### src/rtl/rdi_flit_pkg.sv
// Flit layout shared by the RDI read and write datapaths: payload in the top
// DATA_W bits, flag bits at the bottom of the flit.
package rdi_flit_pkg;

  localparam int FLIT_W        = 512;
  localparam int DATA_LSB      = FLIT_W - 256;

  localparam int DATA_FLAG_BIT = 0;
  localparam int CRD_FLAG_BIT  = 1;
  localparam int ALCT_FLAG_BIT = 2;

  localparam logic [FLIT_W-1:0] DATA_BIT_MASK = FLIT_W'(1) << DATA_FLAG_BIT;
  localparam logic [FLIT_W-1:0] CRD_BIT_MASK  = FLIT_W'(1) << CRD_FLAG_BIT;
  localparam logic [FLIT_W-1:0] ALCT_BIT_MASK = FLIT_W'(1) << ALCT_FLAG_BIT;

  typedef struct packed {
    logic alct;
    logic crd;
    logic data;
  } flit_flags_t;

  function automatic flit_flags_t decode_flags(input logic [FLIT_W-1:0] f);
    flit_flags_t fl;
    fl.data = |(f & DATA_BIT_MASK);
    fl.crd  = |(f & CRD_BIT_MASK);
    fl.alct = |(f & ALCT_BIT_MASK);
    return fl;
  endfunction

endpackage

### src/rtl/rdi_rx_datapath_if.sv
// Bundle of the RDI receive datapath signals. Statistic counters exist only
// when RDI_RX_STATS_EN is defined.
interface rdi_rx_datapath_if #(
  parameter int FLIT_W = 512,
  parameter int DATA_W = 256,
  parameter int CW     = 4
);
  logic              enable;
  logic              pl_valid;
  logic [FLIT_W-1:0] pl_data;
  logic [DATA_W-1:0] rx_data;
  logic              rx_data_valid;
  logic              rx_data_ready;
  logic              crd_ret_req;
  logic              crd_ret_ack;
  logic              tx_cmd_sent;
  logic [CW-1:0]     tx_crd_avail;
  logic              tx_can_send;
  logic              alct_grant;
  logic              err_overflow;
  logic              err_credit;
`ifdef RDI_RX_STATS_EN
  logic [15:0]       stat_data_cnt;
  logic [15:0]       stat_crd_cnt;
  logic [15:0]       stat_alct_cnt;
`endif

  modport master (
    output enable, pl_valid, pl_data, rx_data_ready, crd_ret_ack, tx_cmd_sent,
    input  rx_data, rx_data_valid, crd_ret_req, tx_crd_avail, tx_can_send,
           alct_grant, err_overflow, err_credit
`ifdef RDI_RX_STATS_EN
    , input stat_data_cnt, stat_crd_cnt, stat_alct_cnt
`endif
  );

  modport slave (
    input  enable, pl_valid, pl_data, rx_data_ready, crd_ret_ack, tx_cmd_sent,
    output rx_data, rx_data_valid, crd_ret_req, tx_crd_avail, tx_can_send,
           alct_grant, err_overflow, err_credit
`ifdef RDI_RX_STATS_EN
    , output stat_data_cnt, stat_crd_cnt, stat_alct_cnt
`endif
  );

endinterface

### src/rtl/rdi_rx_fifo.sv
// Synchronous circular-buffer FIFO; pointers carry one wrap bit so full and
// empty are distinguishable. Push on full and pop on empty are ignored.
module rdi_rx_fifo #(
  parameter int WIDTH = 256,
  parameter int DEPTH = 8
) (
  input  logic             clk,
  input  logic             rst_n,
  input  logic             i_push,
  input  logic             i_pop,
  input  logic [WIDTH-1:0] i_wdata,
  output logic [WIDTH-1:0] o_rdata,
  output logic             o_full,
  output logic             o_empty
);
  localparam int AW = $clog2(DEPTH);

  logic [WIDTH-1:0] r_mem [DEPTH];
  logic [AW:0]      r_wptr;
  logic [AW:0]      r_rptr;
  logic             w_wr;
  logic             w_rd;

  assign o_empty = (r_wptr == r_rptr);
  assign o_full  = (r_wptr[AW] != r_rptr[AW]) && (r_wptr[AW-1:0] == r_rptr[AW-1:0]);
  assign w_wr    = i_push & ~o_full;
  assign w_rd    = i_pop & ~o_empty;
  assign o_rdata = r_mem[r_rptr[AW-1:0]];

  always_ff @(posedge clk or negedge rst_n) begin
    if (!rst_n) begin
      r_wptr <= '0;
      r_rptr <= '0;
    end else begin
      if (w_wr) r_wptr <= r_wptr + 1'b1;
      if (w_rd) r_rptr <= r_rptr + 1'b1;
    end
  end

  always_ff @(posedge clk) begin
    if (w_wr) r_mem[r_wptr[AW-1:0]] <= i_wdata;
  end

endmodule

### src/rtl/rdi_rx_datapath.sv
// RDI receive datapath: flit capture, flag decode, RX payload FIFO, transmit
// credit tracking and credit-return requests. Optional counters: RDI_RX_STATS_EN.
module rdi_rx_datapath
  import rdi_flit_pkg::*;
#(
  parameter int NBYTES      = 64,
  parameter int DATA_W      = 256,
  parameter int RX_DEPTH    = 8,
  parameter int TX_CRD_INIT = 8
) (
  input  logic               clk,
  input  logic               rst_n,
  rdi_rx_datapath_if.slave   bus
);
  localparam int FLIT_W_L = NBYTES * 8;
  localparam int CMAX     = (RX_DEPTH > TX_CRD_INIT) ? RX_DEPTH : TX_CRD_INIT;
  localparam int CW       = $clog2(CMAX + 1);
  localparam logic [CW-1:0] CRD_INIT = CW'(TX_CRD_INIT);

  function automatic logic [15:0] sat_inc16(input logic [15:0] v, input logic en);
    return (en && (v != 16'hFFFF)) ? v + 16'd1 : v;
  endfunction

  logic [FLIT_W_L-1:0] r_flit_p0;
  logic                r_vld_p0;
  flit_flags_t         w_flags_p0;
  logic                w_data_hit;
  logic                w_crd_hit;
  logic                w_alct_hit;

  logic [DATA_W-1:0]   r_pdata_p1;
  logic                r_push_p1;
  logic                r_alct_p1;

  logic [DATA_W-1:0]   w_rdata;
  logic                w_full;
  logic                w_empty;
  logic                w_pop;
  logic                w_ack;

  logic [CW-1:0]       r_tx_crd;
  logic [CW-1:0]       r_pend;
  logic                r_err_overflow;
  logic                r_err_credit;

  // Stage 0: capture; decode happens only from the registered flit
  always_ff @(posedge clk or negedge rst_n) begin
    if (!rst_n) r_vld_p0 <= 1'b0;
    else        r_vld_p0 <= bus.pl_valid & bus.enable;
  end

  always_ff @(posedge clk) begin
    if (bus.pl_valid & bus.enable) r_flit_p0 <= bus.pl_data;
  end

  assign w_flags_p0 = decode_flags(r_flit_p0);
  assign w_data_hit = r_vld_p0 & w_flags_p0.data;
  assign w_crd_hit  = r_vld_p0 & w_flags_p0.crd;
  assign w_alct_hit = r_vld_p0 & w_flags_p0.alct;

  // Stage 1: decode; payload staged for the FIFO write on the following edge
  always_ff @(posedge clk or negedge rst_n) begin
    if (!rst_n) begin
      r_push_p1 <= 1'b0;
      r_alct_p1 <= 1'b0;
    end else begin
      r_push_p1 <= w_data_hit;
      r_alct_p1 <= w_alct_hit;
    end
  end

  always_ff @(posedge clk) begin
    if (w_data_hit) r_pdata_p1 <= r_flit_p0[FLIT_W_L-1 -: DATA_W];
  end

  rdi_rx_fifo #(.WIDTH(DATA_W), .DEPTH(RX_DEPTH)) u_fifo (
    .clk     (clk),
    .rst_n   (rst_n),
    .i_push  (r_push_p1),
    .i_pop   (bus.rx_data_ready),
    .i_wdata (r_pdata_p1),
    .o_rdata (w_rdata),
    .o_full  (w_full),
    .o_empty (w_empty)
  );

  assign w_pop = bus.rx_data_ready & ~w_empty;
  assign w_ack = bus.crd_ret_ack & (r_pend != '0);

  // Stage 2: FIFO write; a push arriving while full is lost and flagged
  always_ff @(posedge clk or negedge rst_n) begin
    if (!rst_n) begin
      r_err_overflow <= 1'b0;
    end else if (r_push_p1 && w_full) begin
      r_err_overflow <= 1'b1;
    end
  end

  always_ff @(posedge clk or negedge rst_n) begin
    if (!rst_n) begin
      r_tx_crd     <= CRD_INIT;
      r_err_credit <= 1'b0;
    end else if (w_crd_hit && !bus.tx_cmd_sent) begin
      if (r_tx_crd == CRD_INIT) r_err_credit <= 1'b1;
      else                      r_tx_crd     <= r_tx_crd + CW'(1);
    end else if (bus.tx_cmd_sent && !w_crd_hit) begin
      if (r_tx_crd == '0) r_err_credit <= 1'b1;
      else                r_tx_crd     <= r_tx_crd - CW'(1);
    end
  end

  always_ff @(posedge clk or negedge rst_n) begin
    if (!rst_n)             r_pend <= '0;
    else if (w_pop && !w_ack) r_pend <= r_pend + CW'(1);
    else if (w_ack && !w_pop) r_pend <= r_pend - CW'(1);
  end

  assign bus.rx_data       = w_empty ? '0 : w_rdata;
  assign bus.rx_data_valid = ~w_empty;
  assign bus.crd_ret_req   = (r_pend != '0);
  assign bus.tx_crd_avail  = r_tx_crd;
  assign bus.tx_can_send   = (r_tx_crd != '0);
  assign bus.alct_grant    = r_alct_p1;
  assign bus.err_overflow  = r_err_overflow;
  assign bus.err_credit    = r_err_credit;

`ifdef RDI_RX_STATS_EN
  logic [15:0] r_stat_data;
  logic [15:0] r_stat_crd;
  logic [15:0] r_stat_alct;

  always_ff @(posedge clk or negedge rst_n) begin
    if (!rst_n) begin
      r_stat_data <= '0;
      r_stat_crd  <= '0;
      r_stat_alct <= '0;
    end else begin
      r_stat_data <= sat_inc16(r_stat_data, w_data_hit);
      r_stat_crd  <= sat_inc16(r_stat_crd,  w_crd_hit);
      r_stat_alct <= sat_inc16(r_stat_alct, w_alct_hit);
    end
  end

  assign bus.stat_data_cnt = r_stat_data;
  assign bus.stat_crd_cnt  = r_stat_crd;
  assign bus.stat_alct_cnt = r_stat_alct;
`endif

endmodule

### src/flat_wrapper.sv
// flat-port wrapper written by rule: the top's interface ports become plain ports
module rdi_rx_datapath_flat import rdi_flit_pkg::*;
#(
  parameter int NBYTES      = 64,
  parameter int DATA_W      = 256,
  parameter int RX_DEPTH    = 8,
  parameter int TX_CRD_INIT = 8
)
  (clk, rst_n, bus_enable, bus_pl_valid, bus_pl_data, bus_rx_data_ready, bus_crd_ret_ack, bus_tx_cmd_sent, bus_rx_data, bus_rx_data_valid, bus_crd_ret_req, bus_tx_crd_avail, bus_tx_can_send, bus_alct_grant, bus_err_overflow, bus_err_credit);
  rdi_rx_datapath_if #(.FLIT_W(512), .DATA_W(DATA_W), .CW(4)) bus_i ();
  input  logic clk;
  input  logic rst_n;
  input wire logic [$bits(bus_i.enable)-1:0] bus_enable;
  input wire logic [$bits(bus_i.pl_valid)-1:0] bus_pl_valid;
  input wire logic [$bits(bus_i.pl_data)-1:0] bus_pl_data;
  input wire logic [$bits(bus_i.rx_data_ready)-1:0] bus_rx_data_ready;
  input wire logic [$bits(bus_i.crd_ret_ack)-1:0] bus_crd_ret_ack;
  input wire logic [$bits(bus_i.tx_cmd_sent)-1:0] bus_tx_cmd_sent;
  output wire logic [$bits(bus_i.rx_data)-1:0] bus_rx_data;
  output wire logic [$bits(bus_i.rx_data_valid)-1:0] bus_rx_data_valid;
  output wire logic [$bits(bus_i.crd_ret_req)-1:0] bus_crd_ret_req;
  output wire logic [$bits(bus_i.tx_crd_avail)-1:0] bus_tx_crd_avail;
  output wire logic [$bits(bus_i.tx_can_send)-1:0] bus_tx_can_send;
  output wire logic [$bits(bus_i.alct_grant)-1:0] bus_alct_grant;
  output wire logic [$bits(bus_i.err_overflow)-1:0] bus_err_overflow;
  output wire logic [$bits(bus_i.err_credit)-1:0] bus_err_credit;
  assign bus_i.enable = bus_enable;
  assign bus_i.pl_valid = bus_pl_valid;
  assign bus_i.pl_data = bus_pl_data;
  assign bus_i.rx_data_ready = bus_rx_data_ready;
  assign bus_i.crd_ret_ack = bus_crd_ret_ack;
  assign bus_i.tx_cmd_sent = bus_tx_cmd_sent;
  assign bus_rx_data = bus_i.rx_data;
  assign bus_rx_data_valid = bus_i.rx_data_valid;
  assign bus_crd_ret_req = bus_i.crd_ret_req;
  assign bus_tx_crd_avail = bus_i.tx_crd_avail;
  assign bus_tx_can_send = bus_i.tx_can_send;
  assign bus_alct_grant = bus_i.alct_grant;
  assign bus_err_overflow = bus_i.err_overflow;
  assign bus_err_credit = bus_i.err_credit;
  rdi_rx_datapath #(.NBYTES(NBYTES), .DATA_W(DATA_W), .RX_DEPTH(RX_DEPTH), .TX_CRD_INIT(TX_CRD_INIT)) u_core (.clk(clk), .rst_n(rst_n), .bus(bus_i));
endmodule
### config.mk
export PLATFORM = sky130hd
export DESIGN_NAME = rdi_rx_datapath_flat
export DESIGN_NICKNAME = d
export VERILOG_FILES = /design/src/rtl/rdi_flit_pkg.sv /design/src/rtl/rdi_rx_datapath_if.sv /design/src/rtl/rdi_rx_fifo.sv /design/src/rtl/rdi_rx_datapath.sv /design/src/flat_wrapper.sv
export SDC_FILE = /design/constraint.sdc
export NUM_CORES = 2
export LEC_CHECK = 0
export CAP_MARGIN = 0
export CORE_UTILIZATION = 57
export CTS_CLUSTER_DIAMETER = 120
export DETAILED_ROUTE_END_ITERATION = 16
export DONT_BUFFER_PORTS = 1
export GPL_TIMING_DRIVEN = 0
export HOLD_SLACK_MARGIN = 0.15
export PLACE_DENSITY_LB_ADDON = 0.3
export SETUP_SLACK_MARGIN = 0.05
export SYNTH_ARGS = -nofsm -noshare
export SYNTH_HDL_FRONTEND = slang
export SYNTH_HIERARCHICAL = 1
export SYNTH_SLANG_ARGS = --single-unit
### constraint.sdc
create_clock -name clk -period 26.8 [get_ports clk]
set_input_delay 4.02 -clock clk [delete_from_list [all_inputs] [get_ports clk]]
set_output_delay 4.02 -clock clk [all_outputs]
set_load 0.02 [all_outputs]
Word-level counts from Yosys, hierarchy flattened
Memories as Yosys holds them, arrays and structs flattened.
Cells that the tools add are included.
Widths: inputs -> output; s select.
- register bits after elaboration: 789
- memory bits (writable): 2048
- memories kept: 1
- bits of input ports: 519
- bits in latches: 0
- memory bits (read-only): 0
- reductions and logical operators: 18
- muxes and demuxes: 13
- shift operators: 0
- order comparisons: 0
- $add $sub $neg: 6
- bitwise gates (word level): 9
- equality and inequality tests: 7
- div/mod/pow operators: 0
- multipliers: 0
- memories (name ; words ; width ; read ports ; clocked after Yosys merged registers in ; write ports ; RTL line ; RTL):
    u_core.u_fifo.r_mem ; 8 ; 256 ; 1 ; 0 ; 1 ; rdi_rx_fifo.sv:18 ; logic [WIDTH-1:0] r_mem [DEPTH];
- operator list (operator ; number):
    $mux 256 ; 1
    $mux 4 ; 6
    $add 4x1->4 const B ; 4
    $reduce_bool 4->1 ; 2
    $sub 4x1->4 const B ; 2
    $and 1x1->1 ; 7
    $logic_and 1x1->1 ; 6
    $mux 1 ; 6
    $reduce_and 3->1 ; 2
    $reduce_bool 2->1 ; 3
    $eq 4x4->1 ; 1
    $eq 4x4->1 const B ; 1
    $logic_not 1->1 ; 4
    $logic_not 4->1 ; 1
    $ne 2x2->1 const B ; 2
    $eq 3x3->1 ; 1
    $ne 2x1->1 const B ; 1
    $not 1->1 ; 2
    $ne 1x1->1 ; 1

Depth between registers and ports, before layout
- depth in word-level cells: 7
- depth in mapped cells: 15

Cells and area by module
The synthesis kept the hierarchy.
- modules (own cells, without submodules) (module ; cells an instance ; area an instance (um2) ; instances ; seq. area each (um2)):
    rdi_rx_fifo ; 3018 ; 77297.9 ; 1 ; 61699.2
    rdi_rx_datapath ; 868 ; 17946.0 ; 1 ; 15791.4

Worst setup path before layout
OpenSTA, ideal clock, no wires.
- path type: register to register
- start point: register u_core.u_fifo.r_wptr[1]
- end point: memory u_core.u_fifo.r_mem[4][0] (enable)
- path buffers: 1
- setup slack: 0.078 ns
- required time: 25.304 ns
- stages on the path, launching flop included: 5
- period minus slack after synthesis: 26.722 ns
- arrival: 25.225 ns
- cells stage by stage: dfrtp_1 > buf_2 > xor2_1 > nor4_2 > nor4_1
- cells in the longest elaborated chain, start to end: 6
- RTL lines (item ; RTL line ; RTL):
    start: declaration ; rdi_rx_fifo.sv:19 ; logic [AW:0] r_wptr;
    start signal: assignment ; rdi_rx_fifo.sv:35 ; if (w_wr) r_wptr <= r_wptr + 1'b1;
    $eq 3x3->1 ; rdi_rx_fifo.sv:25 ; assign o_full = (r_wptr[AW] != r_rptr[AW]) && (r_wptr[AW-1:0] == r_rptr[AW-1:0]);
    $logic_and 1x1->1 ; rdi_rx_fifo.sv:25 ;
    via u_core.w_full ; rdi_rx_datapath.sv:36 ; logic w_full;
    $not 1->1 ; rdi_rx_fifo.sv:26 ; assign w_wr = i_push & ~o_full;
    $and 1x1->1 ; rdi_rx_fifo.sv:26 ;
    $mux 1 ; rdi_rx_fifo.sv:41 ; if (w_wr) r_mem[r_wptr[AW-1:0]] <= i_wdata;
    $mux 1 (implied by the code) ; rdi_rx_fifo.sv:41 ;
    end: declaration ; rdi_rx_fifo.sv:18 ;
The timed path passes the listed nets, and every way through them passes these cells.

Worst setup path in the final report
- start point: register u_core.u_fifo.r_wptr[0]
- end point: output bus_rx_data[42]
- cells in the longest elaborated chain, start to end: 2
- RTL lines (item ; RTL line ; RTL):
    $eq 4x4->1 ; rdi_rx_fifo.sv:24 ; assign o_empty = (r_wptr == r_rptr);
    via u_core.w_empty ; rdi_rx_datapath.sv:37 ; logic w_empty;
    $mux 256 ; rdi_rx_datapath.sv:118 ; assign bus.rx_data = w_empty ? '0 : w_rdata;
    end: declaration ; flat_wrapper.sv:19 ; output wire logic [$bits(bus_i.rx_data)-1:0] bus_rx_data;
The timed path passes the listed nets, and every way through them passes these cells.

==> flow_summary.ini <==
[outcome]
status = finished, final reports clean

[global_routing]
antenna_found_initial = 36
grt_pass1_vias = 41800
grt_overflow = 0
grt_usage = 0.242
grt_first_pass_wirelength_microns = 292000
grt_max_degree = 68

[yosys]
ys_ff_latch = 2584
synth.net_count = 4415
yosysUniqueCellTypes = 43
synth_flop_cell = edfxtp_1
avgSynthCellArea_sq_um = 24.5
yosysWarnings = 6
synth-async-reset-ratio = 0.00813
syn_inst = 3886
synth_most_common_cell = edfxtp_1
synth.area.top_cells = edfxtp_1, mux4_2, mux2_2
yosysTopAreaCell = edfxtp_1
synth_edf_count = 2563
syn_area_sq_mm = 0.0952
synth_top_area_share = 0.808
ys_top_cells_by_count = edfxtp_1, mux4_2, mux2_2
synth-seq-area-share = 0.814

[timing]
fin_tns_setup_ps = 0
slew_violations = 0
fin_crit_sh = 0.334
fin_crit_ps = 8940
fin_skew_ps = 33.2
max_freq_mhz = 112
tightest_slew_ps = 1410
grt_setup_unrepaired = false
setup_violations = 0
hold_violations = 0
max_slew_margin = 0.0618

[power_and_ir_drop]
p_sw_frac = 0.312
comb_power_share = 0.292
power.switching_mw = 3.57
total_power_mw = 11.4
vdd_drop_max_uv = 100
pwr-share-clk = 0.293
p_int_mw = 7.87
p_seq_frac = 0.415
p_leak_nw = 34.5
powerDensity_mw_per_mm2 = 105

[die]
top_level_ports = 785
rows = 149
initial_core_util = 0.576
die_h_microns = 411
die_area_sq_mm = 0.169
die_w_microns = 411
core_sq_mm = 0.165

[critical_path]
required_ps = 22780
critPathSlowestCell = buf_2
path_cells = clkbuf_1 -> xor2_2 -> or3_1 -> nor2_1 -> buf_2 -> clkbuf_1 -> nor2b_1
path_common_cell = clkbuf_1
path_class = reg2out
setup.worst_path.end_class = primary output
max_stage_delay_ps = 830
start_kind = register
crit_fanout = 10
critical_path_arrival_ps = 4920

[clock_network]
clk_pin_slew_ps = 60
insertion_delay_ps = 860
htreeDepth = 4
cts_resized = 0
cts_buffers = 241
hold_buffers = 0
post_cts_buffers = 0
clock_sinks = 2584
tritoncts = built
root_buffer = clkbuf_16
clockBufferDepth = 3

[placed_design]
routabilityCongestion = 0.751
port_buffers = 0
hpwl_microns = 131000

[drt]
first_pass_iters = 5
vias = 41300
drt_iter0_drc = 4403
drt_wl_total_microns = 203000
via_per_inst = 6.12
wl_per_cell_microns = 30.2
ant_nets = 0
drc = 0

[min_path]
hp-class = reg2reg

[finish]
drive_gt1_frac = 0.315
nets = 4873
areaGrowthSynthToFinish_pct = 14.2

[flow_run]
drv_cap = 0
[layer usage]
layer | vias up | share of wire | GRT usage
li1 | 17200 | - | -
met3 | 273 | 0.085 | 0.0617
met2 | 1685 | 0.48 | 0.380
met1 | 22100 | 0.41 | 0.348
met5 | - | 0.00090 | 0
met4 | 28 | 0.019 | 0.0556
[layout make-up]
type                            instances  area, sq um
Timing Repair Buffer                  215         2940
Sequential cell                      2584        77500
Clock buffer                          303         6390
Fill cell                           10100        56600
Antenna cell                            8         20.0
Buffer                                175          955
Tap cell                             2189         2740
Clock inverter                        135         1400
Multi-Input combinational cell       1121        16800
Inverter                                6         22.5
[worst max-delay path: cells and delay by family, from the launching register on]
kind | cells | cell delay (ps)
buffers and inverters | 3 | 1790
DFF | 1 | 360
and+or+nand+nor | 3 | 1660
xor gates and xnor gates | 1 | 250
[registers in the layout, indices dropped and copies added, names as in the netlist]
name and count:
u_core/bus.tx_crd_avail 4, u_core/bus.alct_grant 1, u_core/r_vld_p0 1, u_core/r_pdata_p1 256
u_core/bus.err_credit 1, u_core/bus.err_overflow 1, u_core/u_fifo/r_rptr 4, u_core/u_fifo/r_mem 2048
u_core/u_fifo/r_wptr 4, u_core/r_pend 4, u_core/r_push_p1 1, u_core/r_flit_p0 259
[path summary, 6_finish.rpt]
| kind | from | endpoint | slack [ps] | cells after the start |
|---|---|---|---|---|
| hold reg to reg | u_core/r_flit_p0[380] | u_core/r_pdata_p1[124] | 420 | 0 |
| max in group asynchronous | rst_n | u_core/bus.tx_crd_avail[3] | 23760 | 0 |
| setup reg to reg | u_core/u_fifo/r_wptr[0] | u_core/r_pend[3] | 22220 | 14 |
| min in group asynchronous | rst_n | u_core/r_pend[3] | 2850 | 0 |
| hold / removal | u_core/r_flit_p0[380] | u_core/r_pdata_p1[124] | 420 | 0 |
| setup / recovery | u_core/u_fifo/r_wptr[0] | bus_rx_data[42] | 17860 | 7 |
[placed cells by master, fill, tap and decap left out, types with 10 or more instances in the layout]
master	instances
edfxtp_1	2563
buf_1	25
nand2_1	11
buf_6	120
mux2_2	260
buf_4	51
buf_12	41
dfrtp_1	20
buf_2	63
buf_8	12
clkinv_2	40
clkinv_1	51
buf_16	19
mux4_2	512
bufinv_16	25
clkbuf_1	112
xnor2_1	10
nor2b_1	258
clkbuf_16	245
[per-stage QoR]
stage,instance area [sq um],hold WS [ps],std cells,worst slack [ps],util
global route,109000,415,6730,17560,0.658
finish,109000,415,6736,17860,0.658
CTS,109000,409,6728,17700,0.658
detailed placement,101000,405,6290,18710,0.611
global placement,98000,401,6075,-27330,0.593
floorplan,95200,400,3886,78.4,-
[power groups by stage]
stage	Sequential [mW]	Combinational [mW]	Clock, mW
3_3_place_gp	5.00	3.29	0
2_1_floorplan	4.87	2.43	0
6_report	4.75	3.34	3.35
4_1_cts	4.75	3.39	3.41
5_1_grt	4.77	3.52	3.55
3_5_place_dp	4.83	3.37	0
[cell families after synthesis]
logic type	synth area share
buf+inv	0.0102
compound gates	0.00197
mux	0.152
simple gates	0.0194
fa+ha+maj	0.00147
flops	0.814
xor+xnor	0.00137
Power figures use the tool's default switching activity.
